`src/rtl/axi_rd_arb_pkg.sv`:
```
// Shared AXI widths, response codes and arbiter FSM encoding for the read arbiter.
package axi_rd_arb_pkg;

    localparam int unsigned AxiIdWidth    = 4;
    localparam int unsigned AxiAddrWidth  = 32;
    localparam int unsigned AxiDataWidth  = 32;
    localparam int unsigned AxiUserWidth  = 4;
    localparam int unsigned AxiLenWidth   = 8;
    localparam int unsigned AxiSizeWidth  = 3;
    localparam int unsigned AxiBurstWidth = 2;
    localparam int unsigned AxiRespWidth  = 2;

    localparam logic [AxiRespWidth-1:0] AxiRespOkay   = 2'b00;
    localparam logic [AxiRespWidth-1:0] AxiRespSlverr = 2'b10;

    typedef enum logic [1:0] {
        StIdle = 2'd0,
        StAddr = 2'd1,
        StData = 2'd2
    } arb_state_e;

endpackage

```
`src/rtl/axi_rd_arb_rr_arb2.sv`:
```
// Two-requester round-robin picker: a lone requester wins, a tie goes to the
// requester that did not win last time.
module axi_rd_arb_rr_arb2 (
    input  logic [1:0] req_i,
    input  logic       last_grant_i,
    output logic       gnt_o
);

    // Pure combinational pick; the caller registers the result
    always_comb begin
        gnt_o = 1'b0;
        unique case (req_i)
            2'b01:   gnt_o = 1'b0;
            2'b10:   gnt_o = 1'b1;
            2'b11:   gnt_o = ~last_grant_i;
            default: gnt_o = 1'b0;
        endcase
    end

endmodule

```
`src/rtl/axi_rd_arb.sv`:
```
// 2:1 AXI read arbiter. One transaction in flight; ownership is held from the
// AR handshake until the R beat carrying rlast. Misplaced rlast sets a sticky flag.
module axi_rd_arb
    import axi_rd_arb_pkg::*;
#(
    parameter int unsigned ID_W   = AxiIdWidth,
    parameter int unsigned ADDR_W = AxiAddrWidth,
    parameter int unsigned DATA_W = AxiDataWidth,
    parameter int unsigned USER_W = AxiUserWidth
) (
    input  logic                     clk,
    input  logic                     rst,
    // master 0
    input  logic [ID_W-1:0]          m0_arid,
    input  logic [ADDR_W-1:0]        m0_araddr,
    input  logic [AxiLenWidth-1:0]   m0_arlen,
    input  logic [AxiSizeWidth-1:0]  m0_arsize,
    input  logic [AxiBurstWidth-1:0] m0_arburst,
    input  logic [USER_W-1:0]        m0_aruser,
    input  logic                     m0_arvalid,
    output logic                     m0_arready,
    output logic [ID_W-1:0]          m0_rid,
    output logic [DATA_W-1:0]        m0_rdata,
    output logic [AxiRespWidth-1:0]  m0_rresp,
    output logic                     m0_rlast,
    output logic [USER_W-1:0]        m0_ruser,
    output logic                     m0_rvalid,
    input  logic                     m0_rready,
    // master 1
    input  logic [ID_W-1:0]          m1_arid,
    input  logic [ADDR_W-1:0]        m1_araddr,
    input  logic [AxiLenWidth-1:0]   m1_arlen,
    input  logic [AxiSizeWidth-1:0]  m1_arsize,
    input  logic [AxiBurstWidth-1:0] m1_arburst,
    input  logic [USER_W-1:0]        m1_aruser,
    input  logic                     m1_arvalid,
    output logic                     m1_arready,
    output logic [ID_W-1:0]          m1_rid,
    output logic [DATA_W-1:0]        m1_rdata,
    output logic [AxiRespWidth-1:0]  m1_rresp,
    output logic                     m1_rlast,
    output logic [USER_W-1:0]        m1_ruser,
    output logic                     m1_rvalid,
    input  logic                     m1_rready,
    // slave
    output logic [ID_W-1:0]          s_arid,
    output logic [ADDR_W-1:0]        s_araddr,
    output logic [AxiLenWidth-1:0]   s_arlen,
    output logic [AxiSizeWidth-1:0]  s_arsize,
    output logic [AxiBurstWidth-1:0] s_arburst,
    output logic [USER_W-1:0]        s_aruser,
    output logic                     s_arvalid,
    input  logic                     s_arready,
    input  logic [ID_W-1:0]          s_rid,
    input  logic [DATA_W-1:0]        s_rdata,
    input  logic [AxiRespWidth-1:0]  s_rresp,
    input  logic                     s_rlast,
    input  logic [USER_W-1:0]        s_ruser,
    input  logic                     s_rvalid,
    output logic                     s_rready,
    // status
    output logic                     grant,
    output logic                     busy,
    output logic                     len_err
);

    arb_state_e             state_q;
    logic                   grant_q;
    logic                   last_grant_q;
    logic                   len_err_q;
    logic [AxiLenWidth-1:0] len_q;
    logic [AxiLenWidth:0]   beat_cnt_q;

    logic pick;
    logic gnt_arvalid;
    logic gnt_rready;
    logic in_addr;
    logic in_data;
    logic r_hs;
    logic at_len;

    axi_rd_arb_rr_arb2 u_rr_arb2 (
        .req_i        ({m1_arvalid, m0_arvalid}),
        .last_grant_i (last_grant_q),
        .gnt_o        (pick)
    );

    assign in_addr     = (state_q == StAddr);
    assign in_data     = (state_q == StData);
    assign gnt_arvalid = grant_q ? m1_arvalid : m0_arvalid;
    assign gnt_rready  = grant_q ? m1_rready : m0_rready;
    assign r_hs        = s_rvalid & s_rready;
    assign at_len      = (beat_cnt_q == {1'b0, len_q});

    assign grant   = grant_q;
    assign busy    = (state_q != StIdle);
    assign len_err = len_err_q;

    // AR path: granted master's request muxed onto the slave, handshakes only in ADDR
    always_comb begin
        s_arid     = grant_q ? m1_arid    : m0_arid;
        s_araddr   = grant_q ? m1_araddr  : m0_araddr;
        s_arlen    = grant_q ? m1_arlen   : m0_arlen;
        s_arsize   = grant_q ? m1_arsize  : m0_arsize;
        s_arburst  = grant_q ? m1_arburst : m0_arburst;
        s_aruser   = grant_q ? m1_aruser  : m0_aruser;
        s_arvalid  = in_addr & gnt_arvalid;
        m0_arready = in_addr & ~grant_q & s_arready;
        m1_arready = in_addr &  grant_q & s_arready;
    end

    // R path: slave response routed to the owner in DATA; the other master sees zeros
    always_comb begin
        s_rready  = in_data & gnt_rready;
        m0_rvalid = in_data & ~grant_q & s_rvalid;
        m1_rvalid = in_data &  grant_q & s_rvalid;
        m0_rid    = '0;
        m0_rdata  = '0;
        m0_rresp  = '0;
        m0_rlast  = 1'b0;
        m0_ruser  = '0;
        m1_rid    = '0;
        m1_rdata  = '0;
        m1_rresp  = '0;
        m1_rlast  = 1'b0;
        m1_ruser  = '0;
        if (in_data && !grant_q) begin
            m0_rid   = s_rid;
            m0_rdata = s_rdata;
            m0_rresp = s_rresp;
            m0_rlast = s_rlast;
            m0_ruser = s_ruser;
        end
        if (in_data && grant_q) begin
            m1_rid   = s_rid;
            m1_rdata = s_rdata;
            m1_rresp = s_rresp;
            m1_rlast = s_rlast;
            m1_ruser = s_ruser;
        end
    end

    // Arbitration FSM with beat counting and sticky length-error flag
    always_ff @(posedge clk) begin
        if (rst) begin
            state_q      <= StIdle;
            grant_q      <= 1'b0;
            last_grant_q <= 1'b1;
            len_err_q    <= 1'b0;
            len_q        <= '0;
            beat_cnt_q   <= '0;
        end else begin
            unique case (state_q)
                StIdle: begin
                    if (m0_arvalid || m1_arvalid) begin
                        grant_q <= pick;
                        state_q <= StAddr;
                    end
                end
                StAddr: begin
                    // Owner withdrew its request before the handshake: re-arbitrate
                    if (!gnt_arvalid) begin
                        state_q <= StIdle;
                    end else if (s_arready) begin
                        len_q      <= s_arlen;
                        beat_cnt_q <= '0;
                        state_q    <= StData;
                    end
                end
                StData: begin
                    if (r_hs) begin
                        if (beat_cnt_q != '1) begin
                            beat_cnt_q <= beat_cnt_q + 1'b1;
                        end
                        if (s_rlast) begin
                            if (!at_len) begin
                                len_err_q <= 1'b1;
                            end
                            last_grant_q <= grant_q;
                            state_q      <= StIdle;
                        end else if (at_len) begin
                            // Final beat per arlen arrived without rlast; keep draining
                            len_err_q <= 1'b1;
                        end
                    end
                end
                default: state_q <= StIdle;
            endcase
        end
    end

endmodule

```
`config.mk`:
```
export PLATFORM = sky130hd
export DESIGN_NAME = axi_rd_arb
export DESIGN_NICKNAME = d
export VERILOG_FILES = /design/src/rtl/axi_rd_arb_pkg.sv /design/src/rtl/axi_rd_arb_rr_arb2.sv /design/src/rtl/axi_rd_arb.sv
export SDC_FILE = /design/constraint.sdc
export NUM_CORES = 1
export LEC_CHECK = 0
export CAP_MARGIN = 25
export CORE_AREA = 2 2 118 120
export DETAILED_ROUTE_END_ITERATION = 8
export DIE_AREA = 0 0 120 122
export GPL_ROUTABILITY_DRIVEN = 0
export SETUP_SLACK_MARGIN = 0.2
export SLEW_MARGIN = 20
export SYNTH_ARGS = -nofsm -noshare
export SYNTH_HDL_FRONTEND = slang
export SYNTH_HIERARCHICAL = 1
export SYNTH_SLANG_ARGS = --single-unit
```
`constraint.sdc`:
```
create_clock -name clk -period 2.45 [get_ports clk]
set_input_delay 0.245 -clock clk [delete_from_list [all_inputs] [get_ports clk]]
set_output_delay 0.245 -clock clk [all_outputs]
set_load 0.01 [all_outputs]
```
[Yosys cells after proc, flatten, opt, wreduce, memory -nomap -nowiden]
Cells that the tools add are included.
W data, S select, Z words.
Operators by class
  add/subtract/negate cells: 1
  eq/ne operators: 14
  multiplexer cells: 33
  bitwise operators: 13
  reduce and logical (&&, ||, !) cells: 14
Operator list (count)
  $mux W32: 3
  $mux W9: 4
  $mux W4: 6
  $pmux W9 S2: 1
  $mux W2: 8
  $and A1 B1 Y1: 11
  $ne A2 B2 Y1 const B: 5
  $add A9 B1 Y9 const B: 1
  $eq A9 B8 Y1: 1
  $ne A9 B9 Y1 const B: 1
  $mux W8: 1
  $reduce_and A4 Y1: 2
  $mux W1: 7
  $eq A2 B2 Y1 const B: 3
  $pmux W2 S3: 1
  $reduce_and A3 Y1: 2
  $reduce_bool A2 Y1: 3
  $reduce_and A5 Y1: 1
  $ne A2 B1 Y1 const B: 2
  $mux W3: 1
  $ne A3 B3 Y1 const B: 1
  $eq A2 B1 Y1 const B: 1
  $logic_and A1 B1 Y1: 2
  $logic_not A2 Y1: 1
  5 further kinds: 6
Storage, ports and cells
  bits in registers: 22
  input bits: 157
  output and inout bits: 148
  logic and storage cells: 81

[Depth between registers and ports, before layout]
Gate-level depths: netlist of the first run.
  depth after elaboration: 5
  depth in mapped cells: 9
  depth with buffers taken out: 8

[By module]
Netlist of the first run, hierarchy kept.
By module, submodules not included
  axi_rd_arb: instances 1, cells each 296, area each 2376.0 um2, seq. area each 440.4 um2
  axi_rd_arb_rr_arb2: instances 1, cells each 1, area each 11.3 um2, seq. area each 0.0 um2

[Worst setup path after synthesis of the first run]
No wires, ideal clock.
  path kind: register to register
  start point: register beat_cnt_q[0]
  end point: register beat_cnt_q[7]
  setup time: 0.059 ns
  arrival time: 2.097 ns
  required time: 2.391 ns
  slack: 0.294 ns
  stages on the path, launching flop included: 10
  path buffers: 1
  clock period less this slack: 2.156 ns
  path through: dfxtp_1 ha_1 nand3_1 nor2_1 ha_1 or3b_1 or3_4 buf_6 a2111o_1 nand2_1
Between the ends
  longest elaborated chain between the ends: 4
  elaborated cells between the ends (all ways): 7
  classes of those cells: add/sub: 1; eq/ne: 2; mux: 3; reduce/logical: 1
Ends and longest elaborated chain
  start: declaration: line axi_rd_arb.sv:72  | logic [AxiLenWidth:0] beat_cnt_q;
  start signal: assignment: line axi_rd_arb.sv:173  | beat_cnt_q <= beat_cnt_q + 1'b1;
  $add A9 B1 Y9: line axi_rd_arb.sv:173
  $mux W9: line axi_rd_arb.sv:172  | if (beat_cnt_q != '1) begin
  $mux W9: line axi_rd_arb.sv:171  | if (r_hs) begin
  $pmux W9 S2: line axi_rd_arb.sv:153  | unique case (state_q)
Several ways; a longest one is shown, not always the timed one. The select of a mux whose other input is x is not followed.
A chain may end at the register's enable or synchronous reset.

[Worst setup path in the final report of the first run]
  start point: register state_q[1]
  end point: output m0_rresp[0]
Between the ends
  longest elaborated chain between the ends: 3
Ends and longest elaborated chain
  start: declaration: line axi_rd_arb.sv:67  | arb_state_e state_q;
  start signal: assignment: line axi_rd_arb.sv:146  | state_q <= StIdle;
  start signal: assignment: line axi_rd_arb.sv:157  | state_q <= StAddr;
  start signal: assignment: line axi_rd_arb.sv:163  | state_q <= StIdle;
  $eq A2 B2 Y1: line axi_rd_arb.sv:89  | assign in_data = (state_q == StData);
  $logic_and A1 B1 Y1: line axi_rd_arb.sv:127  | if (in_data && !grant_q) begin
  $mux W2: line axi_rd_arb.sv:127
  end: declaration: line axi_rd_arb.sv:24  | output logic [AxiRespWidth-1:0] m0_rresp,
No other way between the ends.

==> impl_metrics.env, run 1 <==
export IMPL_switching_power_mw=0.3680
export IMPL_critPathLaunchType="register"
export IMPL_status="finished clean"
export IMPL_fin_crit_ns=2.209
export IMPL_chipWidth_um=120
export IMPL_p_clk_share_pct=30.5
export IMPL_setup_viol=0
export IMPL_max_freq_mhz=452.6
export IMPL_synthMuxAreaShare_pct=26.73
export IMPL_combPwrFrac_pct=44.8
export IMPL_drv_cap=0
export IMPL_clock_sinks=22
export IMPL_path_cells="or2b_4 > nor2_4 > buf_6 > and2_1 > clkdlybuf4s50_1"
export IMPL_rsz0062_at_grt="yes"
export IMPL_grt_pass1_wl_mm=17.06
export IMPL_area_growth_pct=145.9
export IMPL_io_buffers=304
export IMPL_gr_total_overflow=0
export IMPL_maxSlewViolCount=0
export IMPL_slew_headroom_pct=62.41
export IMPL_gr_usage_all_layers_pct=14.54
export IMPL_final_cell_mix="clkdlybuf4s50_1 (291), and2_1 (91), mux2_2 (54)"
export IMPL_dieArea_um2=14640
export IMPL_antenna_found_initial=0
export IMPL_p_int_mw=1.154
export IMPL_post_dp_hpwl_mm=9.962
export IMPL_ys_ff_latch=22
export IMPL_syn_area_per_cell_um2=8.038
export IMPL_antennaDiodeCount=0
export IMPL_min_path_type="register to register"
export IMPL_fin_nets=753
export IMPL_root_buffer="clkbuf_16"
export IMPL_synth_area_top_cells="mux2_2 (25%), and2_1 (24%), dfxtp_1 (18%)"
export IMPL_yosys_warnings=6
export IMPL_synthXorXnorAreaFrac_pct=3.302
export IMPL_slowest_delay_ns=0.54
export IMPL_synth_edf_count=0
export IMPL_core_area_um2=13500
export IMPL_numCtsBuffers=3
export IMPL_initial_core_util_pct=17.68
export IMPL_critPathKind="register to primary output"
export IMPL_first_iter_violations=81
export IMPL_irDropWorstVdd_uv=203.0
export IMPL_power_density_nw_per_um2=259.4
export IMPL_cellLeakagePower_nw=2.340
export IMPL_critPathSlowestCell="clkdlybuf4s50_1"
export IMPL_grt_max_degree=45
export IMPL_fin_skew_ns=0.003272
export IMPL_drc_errors=0
export IMPL_drive_gt1_share_pct=14.50
export IMPL_synth_area_leader_cell="mux2_2"
export IMPL_async_flop_share_pct=0
export IMPL_instances_no_fill=773
export IMPL_io_pins=305
export IMPL_routed_wl_mm=11.83
export IMPL_worst_slew_pin_slew_ns=0.5482
export IMPL_synth_cells=297
export IMPL_end_kind="primary output"
export IMPL_multiInputGateArea_um2=1879
export IMPL_vias_per_cell=4.254
export IMPL_regArea_um2=447.9
export IMPL_fillers=1337
export IMPL_synth_nets=456
export IMPL_path_max_fanout=20
export IMPL_ys_seq_area_share_pct=18.45
export IMPL_ys_flop_type="dfxtp_1"
export IMPL_final_setup_tns_ns=0
export IMPL_fin_crit_sh_pct=90.18
export IMPL_clk_pin_slew_ns=0.06
export IMPL_yosys_area_share_adder_pct=1.048
export IMPL_die_height_um=122
export IMPL_drt_pass1_iter_count=4
export IMPL_dp_cells=765
export IMPL_synth_cell_types=40
export IMPL_r2r_slack_ns=0.28
export IMPL_synth_top_area_share_pct=25.47
export IMPL_ant_nets=0
export IMPL_arrival_ns=1.96
export IMPL_cts_tree="built"
export IMPL_seq_power_share_pct=24.7
export IMPL_htreeDepth=1
export IMPL_grt_pass1_vias=3220
export IMPL_synth_compound_area_share_pct=8.333
export IMPL_cts_max_path_buffers=2
export IMPL_final_common_cell="clkdlybuf4s50_1"
export IMPL_yosys_area_share_simple_pct=37.79
export IMPL_synth_area_um2=2387
export IMPL_synth_top_family_by_area="simple AND/OR/NAND/NOR gates"
export IMPL_p_sw_share_pct=24.17
export IMPL_crit_required_ns=2.20
export IMPL_dr_total_vias=3288
export IMPL_clkLatencyLatePin_ns=0.26
export IMPL_rows=43
export IMPL_hold_viol_final=0
export IMPL_avgRoutedWirePerCell_um=15.30
-- power by group through the flow --
| stage | Combinational, mW | Sequential (mW) | Clock, mW |
|---|---|---|---|
| floorplan | 0.212 | 0.379 | 0 |
| global placement | 0.678 | 0.384 | 0 |
| detailed placement | 0.683 | 0.384 | 0 |
| CTS | 0.691 | 0.376 | 0.463 |
| global route | 0.728 | 0.376 | 0.483 |
| finish | 0.683 | 0.375 | 0.464 |
-- critical path, delay by kind of cell (launching register included) --
family	cells	cell delay (ns)
DFF	1	0.36
buffers and inverters	2	0.73
and+or+nand+nor	3	0.60
-- synthesized netlist by cell type, types with 2 or more instances --
| master | count |
|---|---|
| a2111o_1 | 4 |
| a21oi_1 | 11 |
| and2_1 | 91 |
| and3b_2 | 2 |
| buf_1 | 6 |
| buf_2 | 2 |
| clkbuf_1 | 14 |
| dfxtp_1 | 22 |
| ha_1 | 2 |
| inv_1 | 2 |
| mux2_2 | 54 |
| mux2i_1 | 3 |
| nand2_1 | 22 |
| nand2b_1 | 2 |
| nand3_1 | 8 |
| nand3b_1 | 2 |
| nor2_1 | 11 |
| nor3_1 | 3 |
| nor4_1 | 2 |
| nor4b_1 | 2 |
| o2111ai_1 | 4 |
| or2_2 | 3 |
| xnor2_1 | 4 |
| xor2_1 | 5 |
-- kinds of logic after synthesis --
logic type | after synthesis
muxes | 57
AOI/OAI and AO/OA | 27
buffers and inverters | 25
DFF | 22
and+or+nand+nor | 155
xor gates and xnor gates | 9
adders and majority gates | 2
-- path summary, 6_finish.rpt --
check / start / cells past startpoint / endpoint
worst min register to register: len_q[5] / 2 / len_q[5]
worst max-delay path: state_q[1] / 5 / m0_rresp[0]
worst min-delay path: len_q[5] / 2 / len_q[5]
worst max register to register: beat_cnt_q[0] / 9 / beat_cnt_q[3]
-- flip-flops by register name, summed over array words and instances (netlist names) --
signal and flops:
state_q 2, last_grant_q 1, len_err 1, len_q 8
grant 1, beat_cnt_q 9
-- timing repair --
| action | 4_1_cts | 5_1_grt |
|---|---|---|
| cloned | 1 | 1 |
| pin swaps | 1 | 2 |
| endpoints found under the setup margin | 89 | 62 |
| gates resized for setup | 9 | 21 |
| buffers inserted | 2 | 0 |
| hold buffers | 0 | 0 |
-- metal layers --
metal	part of all wire (%)	GRT usage, %	vias up
met1	38	16.39	1498
met5	0	0	-
met2	52	27.98	171
met4	0.77	2.279	0
li1	-	-	1612
met3	8.9	3.511	7
-- stage by stage --
stage                     hold slack [ns]  setup slack (ns)  util [%]  power, mW  instance area, µm²
after floorplan                    0.4086            0.2941         -     0.5912                2387
after global placement             0.4654            0.1662     41.79      1.063                5643
after detailed placement           0.4682            0.1037     41.79      1.067                5643
after CTS                          0.4767            0.1576     42.83      1.530                5784
after global routing               0.4950            0.1753     43.46      1.587                5869
final                              0.4786            0.2407     43.46      1.522                5869
-- final cells by class --
type                    instances  area share (%)
multi-input cells             250           32.02
flip-flops and latches         22           7.632
clock buffers                   3           1.279
clock inverters                 1          0.5116
repair buffers                315           54.59
inverters                       2          0.1279
well taps                     180           3.837
(Power assumes the default switching activity.)
==> inputs of run 2 (changes only) <==
--- a/config.mk
+++ b/config.mk
@@ -6,10 +6,11 @@
 export NUM_CORES = 1
 export LEC_CHECK = 0
 export CAP_MARGIN = 25
-export CORE_AREA = 2 2 118 120
+export CORE_AREA = 5 5 114 116
 export DETAILED_ROUTE_END_ITERATION = 8
-export DIE_AREA = 0 0 120 122
+export DIE_AREA = 0 0 119 121
 export GPL_ROUTABILITY_DRIVEN = 0
+export PLACE_DENSITY = 0.66
 export SETUP_SLACK_MARGIN = 0.2
 export SLEW_MARGIN = 20
 export SYNTH_ARGS = -nofsm -noshare
==> impl_metrics.env, run 2 (synthesis gave the netlist of run 1 again) <==
export IMPL_drt_pass1_iter_count=4
export IMPL_p_total_mw=1.448
export IMPL_fillers=1115
export IMPL_grt_busiest_layer="met2"
export IMPL_final_cell_mix="clkdlybuf4s50_1 (262), and2_1 (91), mux2_2 (54)"
export IMPL_end_kind="primary output"
export IMPL_min_path_type="register to register"
export IMPL_drive_gt1_share_pct=16.05
export IMPL_dieArea_um2=14400
export IMPL_slew_headroom_pct=53.93
export IMPL_gr_usage_all_layers_pct=16.28
export IMPL_fin_crit_ns=2.251
export IMPL_finish_instance_area_um2=5987
export IMPL_core_area_um2=11810
export IMPL_avgRoutedWirePerCell_um=18.14
export IMPL_hold_viol_final=0
export IMPL_worst_slew_pin_slew_ns=0.6894
export IMPL_rsz0062_at_grt="yes"
export IMPL_cellLeakagePower_nw=2.930
export IMPL_maxSlewViolCount=0
export IMPL_htreeDepth=1
export IMPL_post_dp_hpwl_mm=11.04
export IMPL_clkLatencyLatePin_ns=0.26
export IMPL_fin_ws_ns=0.1987
export IMPL_crit_required_ns=2.20
export IMPL_fin_crit_sh_pct=91.89
export IMPL_critPathKind="register to primary output"
export IMPL_routed_wl_mm=13.52
export IMPL_dr_total_vias=3348
export IMPL_grtUsageMet3_pct=4.895
export IMPL_rows=40
export IMPL_antennaDiodeCount=0
export IMPL_ant_nets=0
export IMPL_worst_path_buf_inv=2
export IMPL_max_freq_mhz=444.2
export IMPL_status="finished clean"
export IMPL_irDropWorstVdd_uv=149.3
export IMPL_cts_max_path_buffers=2
export IMPL_path_cells="or2b_4 > nor2_4 > clkbuf_16 > and2_1 > clkdlybuf4s50_1"
export IMPL_initial_core_util_pct=20.21
export IMPL_fin_skew_ns=0.001719
export IMPL_critPathLaunchType="register"
export IMPL_fin_util_pct=50.69
export IMPL_first_iter_violations=148
export IMPL_drc_errors=0
export IMPL_numCtsBuffers=3
export IMPL_cts_tree="built"
export IMPL_regMostFlops="beat_cnt_q"
export IMPL_arrival_ns=2.01
export IMPL_drv_cap=0
export IMPL_slowest_delay_ns=0.54
export IMPL_clk_pin_slew_ns=0.06
export IMPL_reg_top3="beat_cnt_q x9, len_q x8, state_q x2"
export IMPL_place_ws_ns=0.09328
export IMPL_clock_sinks=22
export IMPL_grtUsageMet2_pct=30.98
export IMPL_io_buffers=304
export IMPL_io_pins=305
export IMPL_area_growth_pct=150.8
export IMPL_cts_hold_buf=0
export IMPL_final_common_cell="clkdlybuf4s50_1"
export IMPL_setup_viol=0
export IMPL_root_buffer="clkbuf_16"
export IMPL_fin_nets=758
export IMPL_placed_area_um2=5592
export IMPL_grt_pass1_wl_mm=19.08
export IMPL_die_height_um=121
export IMPL_grt_pass1_vias=3465
export IMPL_largest_reg_flops=9
export IMPL_final_setup_tns_ns=0
export IMPL_grt_max_degree=58
export IMPL_path_max_fanout=22
export IMPL_power_density_nw_per_um2=241.8
export IMPL_chipWidth_um=119
export IMPL_antenna_found_initial=0
export IMPL_gr_total_overflow=0
export IMPL_grt_met1_usage_pct=17.93
export IMPL_critical_path_top_delay_family="buffers and inverters"
export IMPL_critPathSlowestCell="clkdlybuf4s50_1"
export IMPL_vias_per_cell=4.494
[run 2: cell types whose count changed in the layout (fill, tap and decap cells not counted), sizes merged]
cell,previous run,this run
clkbuf,4,7
bufinv,1,0
dlymetal6s2s,10,41
buf,10,13
clkdlybuf4s50,291,262
dlygate4sd2,3,1
[run 2: worst paths after layout]
kind	slack, ns	cells after the start	end	from
setup / recovery	0.20	5	m1_rdata[17]	state_q[1]
hold / removal	0.47	2	len_q[0]	len_q[0]
setup reg to reg	0.21	8	beat_cnt_q[6]	beat_cnt_q[1]
hold reg to reg	0.47	2	len_q[0]	len_q[0]
[run 2: routing by layer]
layer  vias to the layer above  share of wire (%)  wire length [µm]
met1                      1507                 38              5137
met2                       206                 52              7064
met4                         0               0.78               106
li1                       1624                  -                 -
met5                         -                  0                 0
met3                        11                8.9              1208
[run 2: cell type report]
type | count | area (µm²) | share of cell area [%]
Timing Repair Buffer | 320 | 3352 | 55.99
Clock buffer | 4 | 88.84 | 1.484
Multi-Input combinational cell | 250 | 1904 | 31.81
Inverter | 2 | 7.507 | 0.1254
Sequential cell | 22 | 450.4 | 7.524
Tap cell | 147 | 183.9 | 3.072
[run 2: report_power, final]
group | internal, mW | total (mW) | switching (mW)
Combinational | 0.463 | 0.688 | 0.225
Sequential | 0.364 | 0.374 | 0.0101
Clock | 0.249 | 0.385 | 0.136
[run 2: repair_timing]
action	4_1_cts	5_1_grt
setup buffers	2	7
hold endpoints to repair	0	0
setup endpoints to repair	92	93
gates resized for setup	4	55
pin swaps	1	6
gates cloned	0	3
[run 2: worst register-to-register path: stages, from the launching register on]
cell     delay, ns
dfxtp_4       0.37
ha_4          0.17
nand3_2       0.07
nor2_2        0.04
ha_2          0.17
or3b_4        0.38
or3_4         0.37
or4_1         0.48
a21oi_1       0.12
[run 2: metrics by stage]
| step | cells | hold WS [ns] |
|---|---|---|
| global route | 745 | 0.5008 |
| finish | 745 | 0.4748 |
| floorplan | 297 | 0.4086 |
| global placement | 729 | 0.4629 |
| CTS | 735 | 0.4783 |
| detailed placement | 729 | 0.4702 |
==> inputs of run 3 (changes only) <==
--- a/config.mk
+++ b/config.mk
@@ -11,7 +11,6 @@
 export DIE_AREA = 0 0 119 121
 export GPL_ROUTABILITY_DRIVEN = 0
 export PLACE_DENSITY = 0.66
-export SETUP_SLACK_MARGIN = 0.2
 export SLEW_MARGIN = 20
 export SYNTH_ARGS = -nofsm -noshare
 export SYNTH_HDL_FRONTEND = slang
==> constraint.sdc (replaced) <==
create_clock -name clk -period 2.1 [get_ports clk]
set_input_delay 0.21 -clock clk [delete_from_list [all_inputs] [get_ports clk]]
set_output_delay 0.21 -clock clk [all_outputs]
set_load 0.01 [all_outputs]
==> impl_metrics.env, run 3 (synthesis gave the netlist of run 1 again) <==
export IMPL_end_kind="register"
export IMPL_regArea_um2=446.7
export IMPL_fin_crit_sh_pct=103.7
export IMPL_path_max_fanout=7
export IMPL_initial_core_util_pct=20.21
export IMPL_arrival_ns=2.38
export IMPL_first_iter_violations=66
export IMPL_antennaDiodeCount=0
export IMPL_multiInputGateArea_um2=1901
export IMPL_final_common_cell="clkdlybuf4s50_1"
export IMPL_dieArea_um2=14400
export IMPL_slowest_delay_ns=0.43
export IMPL_ant_nets=0
export IMPL_clkLatencyLatePin_ns=0.26
export IMPL_violations="negative setup slack"
export IMPL_gr_usage_all_layers_pct=17.29
export IMPL_fin_skew_ns=0.004801
export IMPL_critical_path_top_delay_family="simple AND/OR/NAND/NOR gates"
export IMPL_critPathLaunchType="register"
export IMPL_drc_errors=0
export IMPL_crit_required_ns=2.31
export IMPL_reg_top3="beat_cnt_q x9, len_q x8, state_q x2"
export IMPL_slew_headroom_pct=64.35
export IMPL_vias_per_cell=4.438
export IMPL_max_freq_mhz=459.1
export IMPL_path_cells="ha_4 > nand3_2 > nor2_2 > ha_2 > or3b_4 > or3_4 > buf_6 > a2111o_1 > nand2_1"
export IMPL_final_setup_tns_ns=-0.2082
export IMPL_final_cell_mix="clkdlybuf4s50_1 (215), and2_1 (91), dlygate4sd2_1 (84)"
export IMPL_routed_wl_mm=13.67
export IMPL_rsz0062_at_grt="yes"
export IMPL_htreeDepth=1
export IMPL_chipWidth_um=119
export IMPL_clock_sinks=22
export IMPL_post_dp_hpwl_mm=11.31
export IMPL_drt_pass1_iter_count=4
export IMPL_hold_viol_final=0
export IMPL_die_height_um=121
export IMPL_critPathKind="register to register"
export IMPL_fin_crit_ns=2.178
export IMPL_regMostFlops="beat_cnt_q"
export IMPL_io_buffers=304
export IMPL_area_growth_pct=146.8
export IMPL_min_path_type="register to register"
export IMPL_io_pins=305
export IMPL_dr_total_vias=3373
export IMPL_irDropWorstVdd_uv=246.0
export IMPL_power_density_nw_per_um2=281.0
export IMPL_gr_total_overflow=0
export IMPL_largest_reg_flops=9
export IMPL_rows=40
export IMPL_worst_path_buf_inv=1
export IMPL_grt_pass1_vias=3489
export IMPL_worst_slew_pin_slew_ns=0.5299
export IMPL_numCtsBuffers=3
export IMPL_grt_max_degree=30
export IMPL_antenna_found_initial=0
export IMPL_critPathSlowestCell="or3_4"
export IMPL_fillers=1103
export IMPL_fin_ws_ns=-0.07804
export IMPL_cts_hold_buf=0
export IMPL_cts_tree="built"
export IMPL_status="finished with violations"
export IMPL_avgRoutedWirePerCell_um=17.99
export IMPL_fin_nets=774
export IMPL_clk_pin_slew_ns=0.06
export IMPL_drive_gt1_share_pct=17.94
export IMPL_cts_max_path_buffers=2
export IMPL_drv_cap=0
export IMPL_hp_start="len_q[4]"
export IMPL_maxSlewViolCount=0
export IMPL_hold_slack_ns=0.4718
export IMPL_core_area_um2=11810
export IMPL_grt_pass1_wl_mm=19.87
export IMPL_root_buffer="clkbuf_16"
export IMPL_worst_r2r_startpoint="beat_cnt_q[1]"
export IMPL_critPathLaunch="beat_cnt_q[1]"
export IMPL_cellLeakagePower_nw=2.737
export IMPL_setup_viol=3
[run 3: tightest hold or removal path, delay by kind of cell, from the launching register on]
kind,cells,cell delay (ns)
AOI/OAI and AO/OA,1,0.05
DFF,1,0.32
and+or+nand+nor,1,0.06
[run 3: worst paths after layout]
check,to,cells after the start,slack (ns)
worst min register to register,len_q[4],2,0.47
worst max-delay path,beat_cnt_q[5],9,-0.08
worst max register to register,beat_cnt_q[5],9,-0.08
worst min-delay path,len_q[4],2,0.47
[run 3: what timing repair did]
item	4_1_cts	5_1_grt
setup endpoints to repair	105	13
cloned	4	1
gates resized for setup	100	15
setup buffers	1	4
pin swaps	1	7
[run 3: routing by layer]
metal | up-vias | routed length [µm] | track usage, %
met3 | 16 | 1145 | 5.082
met4 | 0 | 232 | 4.127
li1 | 1648 | - | -
met1 | 1506 | 5209 | 18.79
met2 | 203 | 7087 | 32.74
met5 | - | 0 | 0
[run 3: layout make-up]
| class | instances | area share, % |
|---|---|---|
| clock buffers | 3 | 1.274 |
| multi-input cells | 250 | 32.26 |
| inverters | 2 | 0.1274 |
| well taps | 147 | 3.122 |
| flip-flops and latches | 22 | 7.581 |
| repair buffers | 336 | 55.64 |
[run 3: report_power, final]
| group | total [mW] | internal [mW] | leakage [nW] | switching, mW |
|---|---|---|---|---|
| sequential | 0.439 | 0.427 | 0.180 | 0.0122 |
| clock | 0.406 | 0.252 | 0.0370 | 0.154 |
| combinational | 0.811 | 0.548 | 2.52 | 0.263 |
| total | 1.66 | 1.23 | 2.74 | 0.429 |
[run 3: per-stage QoR]
step / instance area (µm²) / util (%) / cells / setup WS, ns / power (mW)
6_report: 5892 / 49.88 / 760 / -0.07804 / 1.656
3_3_place_gp: 5715 / 48.39 / 747 / -0.02618 / 1.245
4_1_cts: 5787 / 48.99 / 755 / -0.06764 / 1.664
3_5_place_dp: 5715 / 48.39 / 747 / -0.07958 / 1.251
5_1_grt: 5892 / 49.88 / 760 / -0.1353 / 1.737
2_1_floorplan: 2401 / - / 297 / 0.002292 / 0.6897
